**src/rtl/tt_um_hsc_tdc.sv**
```systemverilog
// Time-to-digital converter: a launch edge travels down a 127-tap shift line and a capture
// strobe snapshots the line; uo_out reports the Hamming weight of the snapshot with a valid pulse.
module tt_um_hsc_tdc (
   input  logic       clk,
   input  logic       rst_n,
   input  logic       ena,
   input  logic [7:0] ui_in,
   output logic [7:0] uo_out,
   input  logic [7:0] uio_in,
   output logic [7:0] uio_out,
   output logic [7:0] uio_oe
);

   localparam int unsigned LINE_W = 127;
   localparam int unsigned HW_W   = 7;
   localparam int unsigned SYNC_W = 3;

   logic [SYNC_W-1:0] launch_sync;
   logic [SYNC_W-1:0] capture_sync;
   logic              launch_stb;
   logic              capture_stb;
   logic              src;
   logic              din;
   logic              lreg;
   logic [LINE_W-1:0] tap;
   logic [LINE_W-1:0] cap;
   logic              cap_pend;
   logic [HW_W-1:0]   cap_cnt;
   logic [HW_W-1:0]   hw;
   logic              valid;
   logic              unused_ok;

   // Bits [1:0] form the two-stage synchronizer, bit [2] remembers the previous synchronized level.
   assign launch_stb  = launch_sync[1]  & ~launch_sync[2];
   assign capture_stb = capture_sync[1] & ~capture_sync[2];

   assign src = ui_in[2] ? ui_in[5] : ui_in[4];
   assign din = ui_in[3] ? src : lreg;

   always_comb begin
      cap_cnt = '0;
      for (int unsigned i = 0; i < LINE_W; i++) begin
         cap_cnt = cap_cnt + HW_W'(cap[i]);
      end
   end

   always_ff @(posedge clk or posedge rst_n) begin
      if (rst_n) begin
         launch_sync  <= '0;
         capture_sync <= '0;
         lreg         <= 1'b0;
         tap          <= '0;
         cap          <= '0;
         cap_pend     <= 1'b0;
         hw           <= '0;
      end else if (ena) begin
         launch_sync  <= {launch_sync[SYNC_W-2:0], ui_in[0]};
         capture_sync <= {capture_sync[SYNC_W-2:0], ui_in[1]};
         if (launch_stb) begin
            lreg <= src;
         end
         tap <= {tap[LINE_W-2:0], din};
         if (capture_stb) begin
            cap <= tap;
         end
         cap_pend <= capture_stb;
         if (cap_pend) begin
            hw <= cap_cnt;
         end
      end
   end

   // Valid rises only on the edge that actually loads hw, so a frozen pipeline never stretches it.
   always_ff @(posedge clk or posedge rst_n) begin
      if (rst_n) begin
         valid <= 1'b0;
      end else begin
         valid <= ena & cap_pend;
      end
   end

   assign uo_out    = {valid, hw};
   assign uio_out   = 8'h00;
   assign uio_oe    = 8'h00;
   assign unused_ok = &{1'b0, uio_in, ui_in[7:6]};

endmodule

```
**config.mk**
```make
export PLATFORM = sky130hd
export DESIGN_NAME = tt_um_hsc_tdc
export DESIGN_NICKNAME = d
export VERILOG_FILES = /design/src/rtl/tt_um_hsc_tdc.sv
export SDC_FILE = /design/constraint.sdc
export NUM_CORES = 1
export LEC_CHECK = 0
export CAP_MARGIN = 40
export CORE_MARGIN = 10
export CORE_UTILIZATION = 55
export DETAILED_ROUTE_END_ITERATION = 8
export PLACE_DENSITY = 0.82
export SYNTH_ARGS = -nofsm -noshare
export SYNTH_HDL_FRONTEND = slang
export SYNTH_SLANG_ARGS = --single-unit
```
**constraint.sdc**
```tcl
create_clock -name clk -period 8.53 [get_ports clk]
set_clock_uncertainty 0.2 [all_clocks]
set_input_delay 1.2795 -clock clk [delete_from_list [all_inputs] [get_ports clk]]
set_output_delay 1.2795 -clock clk [all_outputs]
set_load 0.05 [all_outputs]
```
==> results.yml <==
floorplanning:
  die_h_um: 176.9
  fp.dieW_um: 176.9
  fp.coreArea_sq_um: 24250
  initial_core_util: 0.5583
  row_count: 57
  dieArea_sq_um: 31290
  ios: 43
final_layout:
  stdcell_count: 1291
  design_area_sq_um: 14820
  nNetsFinal: 1106
  final_util: 0.6111
  area_growth_pct: 9.455
  fillers: 1802
  drive_gt1_frac: 0.3216
  diodes: 0
place:
  dp.cells: 1243
  post-dp-hpwl_mm: 15.29
  placed_area_sq_um: 13890
  place.gp.congestion: 0.8075
  io_buffers: 16
worst_setup_path:
  required_ns: 8.78
  critPathBufInv: 5
  cp-end-kind: "register"
  critPathTopFamily: "adder cells"
  critPathKind: "reg -> reg"
  cp_max_fo: 2
  reg2reg_from: "cap[53]"
  crit_slowest_cell: "fa_1"
  crit_path_start: "cap[53]"
  crit_cells: 21
  r2r_cells: 21
  worstPathArrival_ns: 7.74
  critical_path.endpoint: "hw[6]"
  path_common_cell: "fa_1"
  slowest_delay_ns: 0.57
  r2r-end: "hw[6]"
  cp-start-kind: "register"
  path_cells: "fa_1, inv_1, fa_1, inv_1, fa_1, inv_1, fa_1, inv_1, fa_1, inv_1, fa_1, fa_1, fa_1, fa_1, fa_1, fa_1, fa_1, nor2b_1, o2111ai_1, a21o_1, a31oi_1"
  r2r_slack_ns: 1.05
clocking:
  clk_path_buf_depth: 3
  cts_buffers: 28
  clk_latency_ns: 0.54
  htree_levels: 1
  clk_pin_slew_worst_paths_ns: 0.06
  postCtsSetupRepairBufs: 0
  postCtsHoldBufs: 0
  cts_resized: 0
  cts.root.buffer_cell: "clkbuf_16"
  cts_sinks: 270
  cts_tree: "done"
route:
  wl_per_cell_um: 16.89
  drt_pass1_iterations: 4
  vias: 6567
  drt_iter0_drc: 291
  drc: 0
  wirelength_mm: 21.81
  viasPerCell: 5.087
  postRouteAntennaNets: 0
global_route:
  grt_pass1_wl_mm: 37.38
  antenna_found_initial: 0
  grt_pass1_vias: 7353
  grt_start_max_net_pins: 191
  grtUsageTotal: 0.1466
  overflow: 0
yosys:
  synth_area_leader_cell: "dfrtp_1"
  syn-instance-count: 927
  synth_common_cells: "dfrtp_1, mux2_2, inv_1"
  synth.distinct_cells: 28
  ys_seq_area_frac: 0.4991
  synth_edf_count: 0
  synthFlopType: "dfrtp_1"
  synth.top_cell.area_share: 0.4991
  avgSynthCellArea_sq_um: 14.60
  yosysMostFrequentCell: "dfrtp_1"
  synth_area_sq_um: 13540
  ys_seq_elements: 270
  synth_warnings: 0
  async_flop_share: 1.000
  ys_top_cells_by_area: "dfrtp_1, mux2_2, fa_1"
sta:
  fin_crit_sh: 0.8771
  fmax_mhz: 133.7
  worst_slew_pin_slew_ns: 1.003
  hold_viol: 0
  finalCriticalPeriod_ns: 7.481
  rsz0062_at_grt: "no"
  slew_viol_final: 0
  finalSetupViolCount: 0
  setup_tns_ns: 0
  maxSlewHeadroom: 0.3316
job:
  cap_violations: 0
worst_hold_path:
  hp-start: "hw[2]"
  hp-class: "reg -> reg"
outcome:
  outcome: "complete, no violations"
worst min path at each step:
| stage | cells after the start | to | slack (ns) |
|---|---|---|---|
| floorplan | 2 | lreg | 0.25 |
| global placement | 2 | hw[1] | 0.27 |
| detailed placement | 2 | hw[2] | 0.28 |
| CTS | 2 | hw[2] | 0.29 |
| global route | 2 | hw[2] | 0.30 |
| finish | 2 | hw[2] | 0.28 |
cell usage in the layout (no fill, tap or decap):
cell	count
dfrtp_1	270
mux2_2	260
inv_1	167
fa_1	114
clkbuf_16	29
ha_1	24
conb_1	16
clkdlybuf4s50_1	15
nand2_1	9
clkbuf_1	8
o21ai_0	6
buf_4	6
clkbuf_8	4
clkinv_2	3
bufinv_16	3
nand3b_1	2
nor2_1	2
a21oi_1	2
a21o_1	2
nor2b_1	2
o2111ai_1	2
xor2_1	2
nand3_1	2
a31oi_1	2
a211o_1	2
o21a_1	2
buf_16	2
mux2i_1	1
nand2_2	1
clkinvlp_4	1
nand4_1	1
nor3_1	1
o31ai_1	1
o211ai_1	1
clkinv_4	1
buf_12	1
layout make-up:
type / instances / area [sq um] / area share
flip-flops and latches: 270 / 6756 / 0.4560
multi-input cells: 457 / 5827 / 0.3932
clock buffers: 41 / 810.8 / 0.05472
inverters: 168 / 634.4 / 0.04281
well taps: 324 / 405.4 / 0.02736
repair buffers: 24 / 270.3 / 0.01824
clock inverters: 7 / 113.9 / 0.007684
routing by layer:
metal,wire length [um],vias to the layer above,GRT usage
met2,11000,62,0.2509
met1,9749,3489,0.1939
met4,481,0,0.03538
met5,0,-,0
li1,-,2986,-
met3,578,30,0.02134
flip-flops by register name, summed over array words and instances, names as in the netlist:
| name | count |
|---|---|
| cap | 127 |
| capture_sync | 3 |
| lreg | 1 |
| valid | 1 |
| cap_pend | 1 |
| launch_sync | 3 |
| tap | 127 |
| hw | 7 |
worst register-to-register path: cells and delay by family, from the launching register on:
family,cells,cell delay [ns]
adders and majority gates,12,5.81
AOI/OAI and AO/OA,3,0.49
DFF,1,0.40
buffers and inverters,5,0.31
and+or+nand+nor,1,0.19
cells by family (layout without fill, tap and decap cells):
family	count (synthesis)	in the layout	synth area share
simple gates	20	20	0.007116
buf+inv	215	240	0.07468
flops	270	270	0.4991
mux	261	261	0.2170
xor+xnor	2	2	0.001294
fa+ha+maj	138	138	0.1908
other cells	1	16	0.0002770
compound gates	20	20	0.009797
per-stage QoR:
stage          hold WS (ns)  setup WS [ns]
2_1_floorplan        0.2494          1.473
3_3_place_gp         0.2658          1.078
3_5_place_dp         0.2754          1.057
4_1_cts              0.2887          1.012
5_1_grt              0.3029         0.7461
6_report             0.2837          1.049
Power is not shown: default switching activity piles up to over one toggle a cycle in this logic, so the estimate is an artifact.
